`config.mk`:
```
export PLATFORM = sky130hd
export DESIGN_NAME = uart_cmd_receiver
export DESIGN_NICKNAME = d
export VERILOG_FILES = /design/src/rtl/uart_cmd_receiver.sv
export SDC_FILE = /design/constraint.sdc
export NUM_CORES = 1
export LEC_CHECK = 0
export CAP_MARGIN = 20
export CORE_MARGIN = 2
export CORE_UTILIZATION = 58
export DETAILED_ROUTE_END_ITERATION = 8
export GPL_TIMING_DRIVEN = 0
export PLACE_DENSITY_LB_ADDON = 0.12
export SYNTH_ARGS = -nofsm -noshare
export SYNTH_HDL_FRONTEND = slang
export SYNTH_SLANG_ARGS = --single-unit
```
`constraint.sdc`:
```
create_clock -name Clock -period 3.19 [get_ports Clock]
set_input_delay 0.957 -clock Clock [delete_from_list [all_inputs] [get_ports Clock]]
set_output_delay 0.957 -clock Clock [all_outputs]
set_load 0.01 [all_outputs]
```
`src/rtl/uart_cmd_receiver.sv`:
```
// uart_cmd_receiver: serial receive side of the host USB-RS232 link.
// Deserializes 8N1 frames from USB_RS232_RXD into bytes and queues them in a
// small first-word-fall-through FIFO for the command decoder.
// Optional macro UART_RX_PARITY_EN: frames become 8E1 (even parity bit before
// the stop bit) and ParityError becomes a live sticky flag.
module uart_cmd_receiver #(
    parameter int CLKS_PER_BIT = 100,
    parameter int FIFO_DEPTH   = 4
) (
    input  logic       Clock,
    input  logic       Reset,
    input  logic       USB_RS232_RXD,
    input  logic       ReadEnable,
    input  logic       ClearErrors,
    output logic [7:0] DataOut,
    output logic       DataAvailable,
    output logic       FramingError,
    output logic       ParityError,
    output logic       Overrun,
    output logic       Busy
);

    localparam int            CW      = $clog2(CLKS_PER_BIT);
    localparam int            AW      = $clog2(FIFO_DEPTH);
    localparam logic [CW-1:0] LP_LAST = CW'(CLKS_PER_BIT - 1);
    localparam logic [CW-1:0] LP_HALF = CW'(CLKS_PER_BIT / 2 - 1);

`ifdef UART_RX_PARITY_EN
    typedef enum logic [2:0] {S_IDLE, S_START, S_DATA, S_PARITY, S_STOP, S_BREAK} state_t;
`else
    typedef enum logic [2:0] {S_IDLE, S_START, S_DATA, S_STOP, S_BREAK} state_t;
`endif

    logic          r_rx_meta;
    logic          r_rxs;
    state_t        r_state;
    logic [CW-1:0] r_cnt;
    logic [2:0]    r_idx;
    logic [7:0]    r_shift;
    logic          r_busy;
    logic          r_frame_err;
    logic          r_overrun;
    logic [7:0]    r_mem [FIFO_DEPTH];
    logic [AW:0]   r_wr_ptr;
    logic [AW:0]   r_rd_ptr;

    logic          w_bit_end;
    logic          w_push;
    logic          w_empty;
    logic          w_full;
    logic          w_pop;
    logic          w_write;

    assign w_bit_end = (r_cnt == LP_LAST);
    // A byte is pushed on the stop-sample edge only when the stop bit is high.
    assign w_push    = (r_state == S_STOP) && w_bit_end && r_rxs;
    assign w_empty   = (r_wr_ptr == r_rd_ptr);
    assign w_full    = (r_wr_ptr[AW] != r_rd_ptr[AW]) &&
                       (r_wr_ptr[AW-1:0] == r_rd_ptr[AW-1:0]);
    assign w_pop     = ReadEnable && !w_empty;
    // When full, a simultaneous pop frees the slot being written this edge.
    assign w_write   = w_push && (!w_full || w_pop);

    // Two-flop synchronizer on the asynchronous line, preset to the idle level.
    always_ff @(posedge Clock) begin
        if (Reset) begin
            r_rx_meta <= 1'b1;
            r_rxs     <= 1'b1;
        end else begin
            r_rx_meta <= USB_RS232_RXD;
            r_rxs     <= r_rx_meta;
        end
    end

    // Frame FSM: bit timing, state sequencing, Busy and the FramingError pulse.
    always_ff @(posedge Clock) begin
        if (Reset) begin
            r_state     <= S_IDLE;
            r_cnt       <= '0;
            r_idx       <= '0;
            r_busy      <= 1'b0;
            r_frame_err <= 1'b0;
        end else begin
            r_frame_err <= 1'b0;
            r_cnt       <= r_cnt + 1'b1;
            case (r_state)
                S_IDLE: begin
                    r_cnt <= '0;
                    if (!r_rxs) begin
                        r_state <= S_START;
                        r_busy  <= 1'b1;
                    end
                end
                S_START: begin
                    if (r_cnt == LP_HALF) begin
                        r_cnt <= '0;
                        if (!r_rxs) begin
                            r_state <= S_DATA;
                            r_idx   <= '0;
                        end else begin
                            r_state <= S_IDLE;
                            r_busy  <= 1'b0;
                        end
                    end
                end
                S_DATA: begin
                    if (w_bit_end) begin
                        r_cnt <= '0;
                        r_idx <= r_idx + 1'b1;
`ifdef UART_RX_PARITY_EN
                        if (r_idx == 3'd7) r_state <= S_PARITY;
`else
                        if (r_idx == 3'd7) r_state <= S_STOP;
`endif
                    end
                end
`ifdef UART_RX_PARITY_EN
                S_PARITY: begin
                    if (w_bit_end) begin
                        r_cnt   <= '0;
                        r_state <= S_STOP;
                    end
                end
`endif
                S_STOP: begin
                    if (w_bit_end) begin
                        r_cnt <= '0;
                        if (r_rxs) begin
                            r_state <= S_IDLE;
                            r_busy  <= 1'b0;
                        end else begin
                            r_state     <= S_BREAK;
                            r_frame_err <= 1'b1;
                        end
                    end
                end
                S_BREAK: begin
                    r_cnt <= '0;
                    if (r_rxs) begin
                        r_state <= S_IDLE;
                        r_busy  <= 1'b0;
                    end
                end
                default: begin
                    r_state <= S_IDLE;
                    r_busy  <= 1'b0;
                end
            endcase
        end
    end

    // Data shift register, LSB first; a partial byte is simply overwritten later.
    always_ff @(posedge Clock) begin
        if (r_state == S_DATA && w_bit_end) r_shift[r_idx] <= r_rxs;
    end

    // FIFO storage is written without reset; empty pointers mask stale contents.
    always_ff @(posedge Clock) begin
        if (w_write) r_mem[r_wr_ptr[AW-1:0]] <= r_shift;
    end

    // FIFO pointers with one extra wrap bit to tell full from empty.
    always_ff @(posedge Clock) begin
        if (Reset) begin
            r_wr_ptr <= '0;
            r_rd_ptr <= '0;
        end else begin
            if (w_write) r_wr_ptr <= r_wr_ptr + 1'b1;
            if (w_pop)   r_rd_ptr <= r_rd_ptr + 1'b1;
        end
    end

    // Sticky Overrun: a set event on the same edge as ClearErrors wins.
    always_ff @(posedge Clock) begin
        if (Reset)                              r_overrun <= 1'b0;
        else if (w_push && w_full && !w_pop)    r_overrun <= 1'b1;
        else if (ClearErrors)                   r_overrun <= 1'b0;
    end

`ifdef UART_RX_PARITY_EN
    logic r_parity_err;
    logic w_par_bad;

    // Even parity: the received parity bit must equal the XOR of the data bits.
    assign w_par_bad = (r_state == S_PARITY) && w_bit_end && (r_rxs != ^r_shift);

    // Sticky ParityError; the byte is still delivered.
    always_ff @(posedge Clock) begin
        if (Reset)            r_parity_err <= 1'b0;
        else if (w_par_bad)   r_parity_err <= 1'b1;
        else if (ClearErrors) r_parity_err <= 1'b0;
    end

    assign ParityError = r_parity_err;
`else
    assign ParityError = 1'b0;
`endif

    assign DataOut       = w_empty ? 8'h00 : r_mem[r_rd_ptr[AW-1:0]];
    assign DataAvailable = !w_empty;
    assign FramingError  = r_frame_err;
    assign Overrun       = r_overrun;
    assign Busy          = r_busy;

endmodule

```
==> results of run 1 <==
## stage by stage
step	setup slack [ns]	utilization, %
2_1_floorplan	0.7608	-
3_3_place_gp	0.08370	64.93
3_5_place_dp	0.1639	65.09
4_1_cts	0.0006155	70.01
5_1_grt	0.004894	70.20
6_report	0.1828	70.20
## sequential cells by signal (all words and copies together) (netlist names), named ones only
name          count
Overrun           1
r_idx             3
Busy              1
r_wr_ptr          3
r_rx_meta         1
r_mem            32
r_rd_ptr          3
r_cnt             7
r_rxs             1
r_shift           8
r_state           3
FramingError      1
## power groups by stage
stage                     combinational (mW)  clock (mW)  sequential (mW)
after floorplan                       0.0187           0            0.922
after global placement                0.0309           0            0.923
after detailed placement              0.0308           0            0.923
after CTS                             0.0310       0.792            0.904
after global routing                  0.0354       0.821            0.904
final                                 0.0311       0.778            0.904
## per-layer routing
layer | vias up | track usage (%) | wire (um)
li1 | 873 | - | -
met1 | 824 | 22.73 | 2159
met2 | 19 | 32.04 | 2219
met3 | 8 | 4.938 | 97
met4 | 0 | 9.091 | 82
met5 | - | 0 | 0
## worst min-delay path by stage
stage | start | to | slack (ns)
floorplan | r_rx_meta$_SDFF_PP1_ | r_rxs$_SDFF_PP1_ | 0.39
global placement | r_rx_meta$_SDFF_PP1_ | r_rxs$_SDFF_PP1_ | 0.39
detailed placement | r_rx_meta$_SDFF_PP1_ | r_rxs$_SDFF_PP1_ | 0.40
CTS | r_rx_meta$_SDFF_PP1_ | r_rxs$_SDFF_PP1_ | 0.41
global route | r_rx_meta$_SDFF_PP1_ | r_rxs$_SDFF_PP1_ | 0.43
finish | r_rx_meta$_SDFF_PP1_ | r_rxs$_SDFF_PP1_ | 0.41
## cells in the final DEF (no fill, tap or decap), drive strengths merged, types with 3 or more instances in the layout
| master | count |
|---|---|
| buf | 3 |
| nor3 | 5 |
| nor3b | 5 |
| xnor2 | 4 |
| ha | 9 |
| nand3 | 10 |
| xor2 | 7 |
| and3 | 4 |
| inv | 10 |
| clkdlybuf4s50 | 16 |
| a21oi | 6 |
| dfxtp | 26 |
| clkinv | 3 |
| nand2 | 7 |
| edfxtp | 40 |
| nor2b | 8 |
| clkbuf | 18 |
| nand2b | 5 |
| o21ai | 6 |
| o31ai | 3 |
| nor2 | 18 |
| mux4 | 8 |
| or2 | 3 |
## cells by family (layout without fill, tap and decap cells)
kind of cell    Yosys count  after routing
buf+inv                  21             53
other cells               1              1
simple gates             75             75
compound gates           28             28
fa+ha+maj                10             10
flops                    66             66
mux                       9              9
xor+xnor                 11             11
## cell type report
class                           instances  area [um^2]
Sequential cell                        66         1723
Fill cell                             354         1408
Multi-Input combinational cell        134         1031
Clock buffer                           10        137.6
Tap cell                               67        83.83
Buffer                                 10        45.04
Inverter                               10        37.54
Timing Repair Buffer                   17        167.7
Clock inverter                          6        90.09
==> summary.log, run 1 <==
qor: run_status.run_status completed
qor: floorplan.die_x_extent 73.76 um
qor: final_layout.stdcell_count 320
qor: worst_setup_path.levels_on_crit_path 5
qor: floorplan.die_h 73.76 um
qor: global_route.global_route_wire_length_before_repair 7514 um
qor: final_layout.design_area 0.003316 mm^2
qor: yosys.synth_adder_area_share 4.344%
qor: yosys.combinational_family_with_the_most_area_after_synthesis simple AND/OR/NAND/NOR gates
qor: worst_setup_path.required 2.23 ns
qor: route.drtPass1Iterations 4
qor: placement.dpl.hpwl 3070 um
qor: sta.fin_hold_ws 0.4119 ns
qor: floorplan.floorplan.core_area 0.004723 mm^2
qor: sta.final_period_minus_worst_setup_slack 3.007 ns
qor: power.p_per_area 516.9 mW/mm^2
qor: placement.placement.io_buffers 16
qor: route.post_drt_wl_per_cell 14.24 um
qor: final_layout.final_net_count 262
qor: sta.max_slew.worst_pin.slew 0.8431 ns
qor: sta.setup_viol_count_final 0
qor: route.drc 0
qor: worst_setup_path.crit_type reg -> out
qor: worst_setup_path.timing.reg2reg.worst_path_depth 6
qor: worst_setup_path.crit-reg2reg-capture r_mem[3][3]$_DFFE_PP_
qor: clock_network.clock_tree.buffer_depth 2
qor: clock_network.numCtsBuffers 9
qor: global_route.number_of_antenna_violations_at_the_first_check_in_global_routing 0
qor: worst_setup_path.critPathMaxStageDelay 0.54 ns
qor: worst_setup_path.last_element_of_the_critical_path DataOut[0]
qor: yosys.synth_seq_cells 66
qor: yosys.synth.area.top_cells sky130_fd_sc_hd__edfxtp_1, sky130_fd_sc_hd__dfxtp_1, sky130_fd_sc_hd__mux4_2, sky130_fd_sc_hd__ha_1, sky130_fd_sc_hd__nor2_1
qor: route.detailedRoute.firstIterationViolations 60
qor: global_route.pin_count_of_the_biggest_net_entering_global_routing 13
qor: power.combinationalPowerShare 1.8%
qor: hold_path.min_delay_path_depth 1
qor: final_layout.syn_to_final_growth 17.46%
qor: sta.grt_setup_unrepaired no
qor: yosys.postSynthAreaPerCell 12.77 um^2
qor: global_route.first_global_vias 1633
qor: yosys.synth-edff-count 40
qor: floorplan.number_of_top_level_pins 18
qor: clock_network.clock_insertion_delay_worst_skew 0.33 ns
qor: yosys.primary_flip_flop_cell_chosen_by_synthesis_mapping sky130_fd_sc_hd__edfxtp_1
qor: sta.min_period_over_period 94.27%
qor: clock_network.postCtsSetupRepairBufs 0
qor: floorplan.initial_core_util 59.76%
qor: placement.dp_cells 305
qor: yosys.synth.top_cells.by_count sky130_fd_sc_hd__edfxtp_1, sky130_fd_sc_hd__dfxtp_1, sky130_fd_sc_hd__nor2_1
qor: yosys.netlist-cell-type-count 44
qor: worst_setup_path.timing.critical_path.from r_wr_ptr[0]$_SDFFE_PP0P_
qor: power.switching_share 19.75%
qor: placement.place_congestion 0.8133
qor: yosys.ys.warnings.count 0
qor: worst_setup_path.cp_max_fo 10
qor: worst_setup_path.crit_slowest_cell sky130_fd_sc_hd__clkdlybuf4s50_1
qor: yosys.ys_seq_area_share 60.99%
qor: floorplan.dieArea 0.005441 mm^2
qor: yosys.post_synth_inst_count 221
qor: yosys.synthMostInstantiatedCell sky130_fd_sc_hd__edfxtp_1
qor: sta.timing.final.max_slew_violations 0
qor: floorplan.rows 25
qor: clock_network.cts_num_sinks 66
qor: clock_network.ctsResizeCount 2
qor: sta.worst_clk_skew 0.005013 ns
qor: power.peakVddDrop 0.3221 mV
qor: power.total_power 1.714 mW
qor: worst_setup_path.minimum_setup_slack_among_reg_to_reg_paths 0.40 ns
qor: worst_setup_path.rr_startpoint r_cnt[0]$_SDFF_PP0_
qor: power.power.sequential.fraction 52.8%
qor: power.switchingPower 0.3384 mW
qor: worst_setup_path.critical-path-top-delay-family buffers and inverters
qor: yosys.synth_top_area_share 42.55%
qor: sta.setup_total_negative_slack 0 ns
qor: power.clock_network_power_share 45.4%
qor: worst_setup_path.crit_chain xor2_2, nor3_1, clkbuf_2, nor2b_1, clkdlybuf4s50_1
qor: sta.fmax 332.5 MHz
qor: route.final_antenna_net_count 0
qor: worst_setup_path.critPathLaunchType flip-flop
qor: yosys.yosys.area_share.xor_xnor 3.413%
qor: route.via_per_inst 5.388
qor: yosys.async_flop_share 0%
qor: clock_network.ctsHoldBuffers 0
qor: clock_network.root_cell_of_the_clock_tree sky130_fd_sc_hd__clkbuf_8
qor: power.internal_power 1.375 mW
qor: global_route.gr-total-overflow 0
qor: placement.placed_area 0.003074 mm^2
qor: clock_network.cts_clk_pin_slew_worst_paths 0.07 ns
qor: worst_setup_path.timing.critical_path.buf_inv 2
qor: sta.relSlewSlack 43.27%
qor: route.route.vias.total 1724
qor: global_route.grtUsageTotal 19.05%
qor: route.route.final.wire_length 4558 um
qor: clock_network.ctsHtreeMaxLevel 3
qor: yosys.syn_area 0.002823 mm^2
qor: final_layout.drive_above_1_share 13.44%
qor: yosys.synth.area.mux_share 6.738%
qor: yosys.synth_top_cell_by_area sky130_fd_sc_hd__edfxtp_1
qor: yosys.synth_compound_gate_area_share 6.871%
qor: run.maximum_capacitance_violations 0
qor: sta.final-hold-violation-count 0
qor: yosys.synth-simple-area-share 14.49%
qor: worst_setup_path.critPathCaptureType output port
qor: power.power.static_leakage 1.107 nW
qor: clock_network.tritoncts_clock_tree yes
qor: worst_setup_path.critical_path_arrival 2.05 ns
qor: yosys.syn_nets 235
qor: hold_path.worst_hold_path_type reg -> reg
qor: final_layout.insertedDiodeCount 0
(Power assumes the default switching activity.)
==> run 2: changes to the inputs <==
CORE_UTILIZATION = 52   (was 58)
SETUP_SLACK_MARGIN = 0.2   (was not set)
clock period = 2.57 ns   (was 3.19 ns; I/O delays follow)
==> run 2 against run 1 <==
Effect of this change:
- routed wire length increased by 9.0%
- power is 14% higher
- final area increased by 4.4%
- flip-flop and latch count stayed put
- non-clock buffer count is 12 higher
- register-to-register slack about the same
- die area is 11% higher
- setup slack got worse by 0.030 ns
- clock-buffer cell count is 4 higher
- via count grew 5.3%
==> summary.log, run 2 (synthesis gave the netlist of run 1 again) <==
qor: global_route.gr-total-overflow 0 [unchanged]
qor: worst_setup_path.critPathMaxStageDelay 0.48 ns [was 0.54 ns]
qor: route.drtPass1Iterations 4 [unchanged]
qor: final_layout.drive_above_1_share 25.66% [was 13.44%]
qor: floorplan.die_h 77.68 um [was 73.76 um]
qor: worst_setup_path.timing.critical_path.buf_inv 3 [was 2]
qor: sta.final_period_minus_worst_setup_slack 2.417 ns
qor: route.drc 0 [unchanged]
qor: sta.timing.final.max_slew_violations 0 [unchanged]
qor: run_status.run_status completed [unchanged]
qor: clock_network.ctsHoldBuffers 0 [unchanged]
qor: sta.relSlewSlack 46.81% [was 43.27%]
qor: floorplan.die_x_extent 77.68 um [was 73.76 um]
qor: clock_network.numCtsBuffers 9 [unchanged]
qor: sta.setup_viol_count_final 0 [unchanged]
qor: final_layout.mostFrequentLayoutCell sky130_fd_sc_hd__edfxtp_1 [unchanged]
qor: floorplan.rows 26 [was 25]
qor: worst_setup_path.levels_on_crit_path 5 [unchanged]
qor: final_layout.flip_flop_count_of_the_largest_register_after_layout 32 [unchanged]
qor: power.p_per_area 566.9 mW/mm^2 [was 516.9 mW/mm^2]
qor: worst_setup_path.critPathCaptureType output port [unchanged]
qor: global_route.grt_busiest_layer met2 [unchanged]
qor: sta.fmax 413.7 MHz
qor: floorplan.floorplan.core_area 0.005172 mm^2 [was 0.004723 mm^2]
qor: worst_setup_path.crit_type reg -> out [unchanged]
qor: global_route.grt.met1_usage 21.57% [was 22.73%]
qor: worst_setup_path.rr_startpoint r_cnt[1]$_SDFF_PP0_ [was r_cnt[0]$_SDFF_PP0_]
qor: power.peakVddDrop 0.3591 mV [was 0.3221 mV]
qor: final_layout.most-common-layout-cells sky130_fd_sc_hd__edfxtp_1, sky130_fd_sc_hd__dfxtp_1, sky130_fd_sc_hd__nor2_1, sky130_fd_sc_hd__clkbuf_8, sky130_fd_sc_hd__buf_4 [was sky130_fd_sc_hd__edfxtp_1, sky130_fd_sc_hd__dfxtp_1, sky130_fd_sc_hd__nor2_1, sky130_fd_sc_hd__clkdlybuf4s50_1]
qor: route.post_drt_wl_per_cell 14.83 um [was 14.24 um]
qor: global_route.first_global_vias 1689 [was 1633]
qor: clock_network.ctsHtreeMaxLevel 3 [unchanged]
qor: clock_network.root_cell_of_the_clock_tree sky130_fd_sc_hd__clkbuf_8 [unchanged]
qor: worst_setup_path.critical_path_arrival 1.65 ns [was 2.05 ns]
qor: power.power.static_leakage 1.208 nW [was 1.107 nW]
qor: clock_network.tritoncts_clock_tree yes [unchanged]
qor: sta.final-hold-violation-count 0 [unchanged]
qor: sta.min_period_over_period 94.05%
qor: global_route.met3_usage 5.581% [was 4.938%]
qor: worst_setup_path.last_element_of_the_critical_path DataOut[3] [was DataOut[0]]
qor: final_layout.final_net_count 274 [was 262]
qor: run.maximum_capacitance_violations 0 [unchanged]
qor: global_route.global_route_wire_length_before_repair 7879 um [was 7514 um]
qor: worst_setup_path.minimum_setup_slack_among_reg_to_reg_paths 0.39 ns [was 0.40 ns]
qor: worst_setup_path.crit_slowest_cell sky130_fd_sc_hd__mux4_2 [was sky130_fd_sc_hd__clkdlybuf4s50_1]
qor: placement.dpl.hpwl 3082 um [was 3070 um]
qor: sta.worst_clk_skew 0.007268 ns [was 0.005013 ns]
qor: worst_setup_path.critical-path-top-delay-family multiplexers [was buffers and inverters]
qor: floorplan.number_of_top_level_pins 18 [unchanged]
qor: route.final_antenna_net_count 0 [unchanged]
qor: placement.placement.io_buffers 16 [unchanged]
qor: global_route.grtUsageTotal 17.40% [was 19.05%]
qor: floorplan.dieArea 0.006033 mm^2 [was 0.005441 mm^2]
qor: worst_setup_path.required 1.80 ns [was 2.23 ns]
qor: route.route.final.wire_length 4969 um [was 4558 um]
qor: sta.max_slew.worst_pin.slew 0.7875 ns [was 0.8431 ns]
qor: global_route.fraction_of_met2_tracks_used_by_global_routing 28.02% [was 32.04%]
qor: worst_setup_path.timing.reg2reg.worst_path_depth 6 [unchanged]
qor: worst_setup_path.cp_max_fo 5 [was 10]
qor: global_route.number_of_antenna_violations_at_the_first_check_in_global_routing 0 [unchanged]
qor: global_route.pin_count_of_the_biggest_net_entering_global_routing 12 [was 13]
qor: worst_setup_path.crit-reg2reg-capture r_wr_ptr[2]$_SDFFE_PP0P_ [was r_mem[3][3]$_DFFE_PP_]
qor: worst_setup_path.crit_chain buf_8, buf_12, mux4_2, nor2b_1, buf_2 [was xor2_2, nor3_1, clkbuf_2, nor2b_1, clkdlybuf4s50_1]
qor: final_layout.stdcell_count 335 [was 320]
qor: hold_path.min_delay_path_depth 1 [unchanged]
qor: clock_network.cts_num_sinks 66 [unchanged]
qor: final_layout.syn_to_final_growth 22.61% [was 17.46%]
qor: route.via_per_inst 5.418 [was 5.388]
qor: route.route.vias.total 1815 [was 1724]
qor: clock_network.clock_tree.buffer_depth 2 [unchanged]
qor: placement.dp_cells 307 [was 305]
qor: clock_network.cts_clk_pin_slew_worst_paths 0.07 ns [about the same]
qor: sta.grt_setup_unrepaired yes [was no]
qor: final_layout.insertedDiodeCount 0 [unchanged]
qor: route.detailedRoute.firstIterationViolations 87 [was 60]
qor: floorplan.initial_core_util 54.57% [was 59.76%]
qor: worst_setup_path.critPathLaunchType flip-flop [unchanged]
qor: hold_path.worst_hold_path_type reg -> reg [unchanged]
qor: clock_network.clock_insertion_delay_worst_skew 0.33 ns [about the same]
qor: final_layout.layout.core_utilization 66.91% [was 70.20%]
qor: placement.place_congestion 0.8112 [was 0.8133]
run 2: cell types whose count changed in the layout (fill, tap and decap cells not counted), moves of 3 or more:
cell | previous run | this run
sky130_fd_sc_hd__buf_2 | 0 | 7
sky130_fd_sc_hd__dfxtp_2 | 1 | 6
sky130_fd_sc_hd__nor2b_1 | 8 | 5
sky130_fd_sc_hd__nor2b_4 | 0 | 3
sky130_fd_sc_hd__clkdlybuf4s50_1 | 16 | 7
sky130_fd_sc_hd__buf_4 | 2 | 11
sky130_fd_sc_hd__buf_6 | 0 | 3
sky130_fd_sc_hd__dfxtp_1 | 25 | 19
run 2: final cells by class:
type / count / area [um^2]
Inverter: 10 / 37.54
Fill cell: 402 / 1712
Timing Repair Buffer: 28 / 251.5
Sequential cell: 66 / 1733
Clock buffer: 14 / 172.7
Clock inverter: 2 / 11.26
Multi-Input combinational cell: 134 / 1104
Tap cell: 70 / 87.58
Buffer: 11 / 63.81
run 2: what timing repair did:
item,in CTS,in global routing
endpoints found under the setup margin,41,42
pin swaps,4,2
gates cloned,0,0
gates resized for setup,49,18
buffers inserted,9,3
run 2: metal layers:
layer / routed length (um) / up-vias
li1: - / 893
met1: 2239 / 880
met2: 2455 / 35
met3: 181 / 7
met4: 93 / 0
met5: 0 / -
run 2: worst min path at each step:
stage                     slack (ns)            startpoint                to
final                           0.42  r_rx_meta$_SDFF_PP1_  r_rxs$_SDFF_PP1_
after global routing            0.45  r_rx_meta$_SDFF_PP1_  r_rxs$_SDFF_PP1_
after CTS                       0.42  r_rx_meta$_SDFF_PP1_  r_rxs$_SDFF_PP1_
after detailed placement        0.40  r_rx_meta$_SDFF_PP1_  r_rxs$_SDFF_PP1_
after global placement          0.39  r_rx_meta$_SDFF_PP1_  r_rxs$_SDFF_PP1_
after floorplan                 0.39  r_rx_meta$_SDFF_PP1_  r_rxs$_SDFF_PP1_
run 2: power breakdown:
| group | internal (mW) | total [mW] | switching (mW) |
|---|---|---|---|
| logic | 0.0181 | 0.0406 | 0.0225 |
| registers | 1.12 | 1.12 | 0.00743 |
| clock network | 0.429 | 0.799 | 0.369 |
run 2: stage by stage:
stage                     instance area (um^2)  hold slack, ns  total power, mW  setup WS [ns]  TNS (ns)
after CTS                                 3372          0.4223            1.977        0.06371         0
after global routing                      3461          0.4467            2.032        0.08552         0
after detailed placement                  3075          0.3973            1.185        -0.3109    -2.833
after floorplan                           2828          0.3895            1.168         0.3783         0
final                                     3461          0.4182            1.962         0.1528         0
after global placement                    3075          0.3916            1.185        -0.2680    -2.861
==> run 3: changes to the inputs <==
CAP_MARGIN = 5   (was 20)
MAX_ROUTING_LAYER = met4   (was not set)
==> run 3 against run 2 <==
Effect of this change:
- register-to-register slack got worse by 0.07 ns
- sequential share of layout area about the same
- critical path depth stayed put
- utilization about the same
- routed wire length increased by 1.6%
- combinational power about the same
- largest power group unchanged
- critical endpoint unchanged
- highest routed layer unchanged
==> summary.log, run 3 (synthesis gave the netlist of run 1 again) <==
qor: sta.layout_setup_ws 0.1498 ns [was 0.1528 ns]
qor: global_route.number_of_antenna_violations_at_the_first_check_in_global_routing 0 [unchanged]
qor: run_status.run_status completed [unchanged]
qor: power.peakVddDrop 0.3596 mV [was 0.3591 mV]
qor: worst_setup_path.crit_chain buf_8, buf_12, mux4_2, nor2b_1, buf_2 [unchanged]
qor: placement.detailedPlace.worstSlack -0.3109 ns [unchanged]
qor: route.detailedRoute.firstIterationViolations 78 [was 87]
qor: hold_path.min_delay_path_depth 1 [unchanged]
qor: worst_setup_path.crit-reg2reg-capture r_wr_ptr[2]$_SDFFE_PP0P_ [unchanged]
qor: sta.max_slew.worst_pin.slew 0.7776 ns [was 0.7875 ns]
qor: final_layout.layout.area.seq 0.001732 mm^2 [was 0.001733 mm^2]
qor: sta.timing.final.max_slew_violations 0 [unchanged]
qor: worst_setup_path.critPathLaunchType flip-flop [unchanged]
qor: sta.fin_hold_ws 0.4184 ns [was 0.4182 ns]
qor: clock_network.tritoncts_clock_tree yes [unchanged]
qor: route.route.final.wire_length 5047 um [was 4969 um]
qor: floorplan.floorplan.core_area 0.005172 mm^2 [unchanged]
qor: clock_network.numCtsBuffers 9 [unchanged]
qor: final_layout.multiInputGateArea 0.001097 mm^2 [was 0.001104 mm^2]
qor: sta.relSlewSlack 47.48% [was 46.81%]
qor: clock_network.cts_clk_pin_slew_worst_paths 0.07 ns [about the same]
qor: clock_network.clock_insertion_delay_worst_skew 0.33 ns [about the same]
qor: placement.dpl.hpwl 3082 um [unchanged]
qor: final_layout.layout.core_utilization 66.88% [was 66.91%]
qor: placement.placement.io_buffers 16 [unchanged]
qor: floorplan.rows 26 [unchanged]
qor: clock_network.clock_tree.buffer_depth 2 [unchanged]
qor: final_layout.drive_above_1_share 26.42% [was 25.66%]
qor: floorplan.die_h 77.68 um [unchanged]
qor: global_route.first_global_vias 1687 [was 1689]
qor: final_layout.mostFrequentLayoutCell sky130_fd_sc_hd__edfxtp_1 [unchanged]
qor: worst_setup_path.minimum_setup_slack_among_reg_to_reg_paths 0.32 ns [was 0.39 ns]
qor: clock_network.ctsHtreeMaxLevel 3 [unchanged]
qor: route.drtPass1Iterations 4 [unchanged]
qor: sta.setup_viol_count_final 0 [unchanged]
qor: clock_network.cts_num_sinks 66 [unchanged]
qor: floorplan.die_x_extent 77.68 um [unchanged]
qor: sta.grt_setup_unrepaired yes [unchanged]
qor: hold_path.hold_start r_rx_meta$_SDFF_PP1_ [unchanged]
qor: floorplan.initial_core_util 54.57% [unchanged]
qor: floorplan.dieArea 0.006033 mm^2 [unchanged]
qor: global_route.gr-total-overflow 0 [unchanged]
qor: worst_setup_path.timing.reg2reg.worst_path_depth 6 [unchanged]
qor: worst_setup_path.rr_startpoint r_cnt[0]$_SDFF_PP0_ [was r_cnt[1]$_SDFF_PP0_]
qor: clock_network.root_cell_of_the_clock_tree sky130_fd_sc_hd__clkbuf_8 [unchanged]
qor: worst_setup_path.cp_max_fo 5 [unchanged]
qor: worst_setup_path.required 1.80 ns [about the same]
qor: power.total_power 1.963 mW [was 1.962 mW]
qor: worst_setup_path.crit_type reg -> out [unchanged]
qor: worst_setup_path.critical_path_arrival 1.65 ns [about the same]
qor: route.drc 0 [unchanged]
qor: global_route.global_route_wire_length_before_repair 7879 um [unchanged]
qor: global_route.grtUsageTotal 17.92% [was 17.40%]
qor: final_layout.insertedDiodeCount 0 [unchanged]
qor: sta.fmax 413.2 MHz [was 413.7 MHz]
qor: route.final_antenna_net_count 0 [unchanged]
qor: power.power.static_leakage 1.206 nW [was 1.208 nW]
qor: route.post_drt_wl_per_cell 15.07 um [was 14.83 um]
qor: run.maximum_capacitance_violations 0 [unchanged]
qor: hold_path.worst_hold_path.endpoint r_rxs$_SDFF_PP1_ [unchanged]
qor: route.via_per_inst 5.385 [was 5.418]
qor: final_layout.flip_flop_count_of_the_largest_register_after_layout 32 [unchanged]
qor: route.route.vias.total 1804 [was 1815]
qor: sta.final_period_minus_worst_setup_slack 2.420 ns [was 2.417 ns]
qor: sta.worst_clk_skew 0.007061 ns [was 0.007268 ns]
qor: global_route.pin_count_of_the_biggest_net_entering_global_routing 12 [unchanged]
qor: final_layout.syn_to_final_growth 22.56% [was 22.61%]
qor: worst_setup_path.crit_slowest_cell sky130_fd_sc_hd__mux4_2 [unchanged]
qor: sta.final-hold-violation-count 0 [unchanged]
qor: clock_network.ctsHoldBuffers 0 [unchanged]
qor: worst_setup_path.critPathCaptureType output port [unchanged]
qor: placement.place_congestion 0.8231 [was 0.8112]
qor: final_layout.final.fill_count 400 [was 402]
qor: final_layout.most-common-layout-cells sky130_fd_sc_hd__edfxtp_1, sky130_fd_sc_hd__dfxtp_1, sky130_fd_sc_hd__nor2_1, sky130_fd_sc_hd__clkbuf_8, sky130_fd_sc_hd__buf_4 [unchanged]
qor: hold_path.worst_hold_path_type reg -> reg [unchanged]
qor: floorplan.number_of_top_level_pins 18 [unchanged]
qor: final_layout.final_net_count 274 [unchanged]
qor: worst_setup_path.critPathMaxStageDelay 0.48 ns [about the same]
qor: power.p_per_area 567.3 mW/mm^2 [was 566.9 mW/mm^2]
qor: sta.min_period_over_period 94.17% [was 94.05%]
-- run 3: cell types whose count changed in the layout (fill, tap and decap cells not counted) --
cell,delta
sky130_fd_sc_hd__dfxtp_1,+1
sky130_fd_sc_hd__and3_1,-3
sky130_fd_sc_hd__buf_2,-1
sky130_fd_sc_hd__buf_6,+1
sky130_fd_sc_hd__and3_2,+3
sky130_fd_sc_hd__ha_2,+1
sky130_fd_sc_hd__dfxtp_2,-1
sky130_fd_sc_hd__ha_4,-1
-- run 3: layer usage --
layer	share of wire [%]	wire length [um]	GRT usage (%)	up-vias
met3	3.4	172	5.581	6
met2	49	2472	27.93	37
met4	1.5	78	7.500	0
li1	-	-	-	893
met1	46	2323	21.73	868
met5	0	0	-	-
-- run 3: where the power goes --
group | total, mW | switching (mW) | internal, mW
registers | 1.12 | 0.00672 | 1.11
clock network | 0.800 | 0.371 | 0.429
logic | 0.0407 | 0.0226 | 0.0181
total | 1.96 | 0.400 | 1.56
-- run 3: final cells by class --
cell class | instances | area share (%)
plain buffers | 11 | 1.844
clock buffers | 14 | 4.991
clock inverters | 2 | 0.3255
inverters | 10 | 1.085
multi-input cells | 134 | 31.72
flip-flops and latches | 66 | 50.05
well taps | 70 | 2.532
repair buffers | 28 | 7.450
-- run 3: worst max-delay path: cells and delay by family (launching register included) --
kind,cells,cell delay (ns)
buffers and inverters,3,0.35
multiplexers,1,0.48
flip-flops,1,0.34
AND/OR/NAND/NOR,1,0.14
-- run 3: what timing repair did --
item,in CTS,in global routing
buffers inserted,9,3
pin swaps,4,2
resized for setup,49,20
setup endpoints to repair,41,42
-- run 3: how the worst max path moves through the flow --
| stage | from | end | slack [ns] |
|---|---|---|---|
| after global placement | flip-flop | DataOut[2] | -0.27 |
| after detailed placement | flip-flop | DataOut[4] | -0.31 |
| after global routing | flip-flop | DataOut[3] | 0.09 |
| final | flip-flop | DataOut[3] | 0.15 |
| after CTS | flip-flop | DataOut[4] | 0.06 |
| after floorplan | flip-flop | DataOut[0] | 0.38 |
-- run 3: per-stage QoR --
stage               instance area, um^2  setup TNS (ns)  instances
finish                             3460               0        335
global route                       3460               0        335
CTS                                3372               0        332
detailed placement                 3075          -2.833        307
global placement                   3075          -2.861        307
floorplan                          2828               0        221
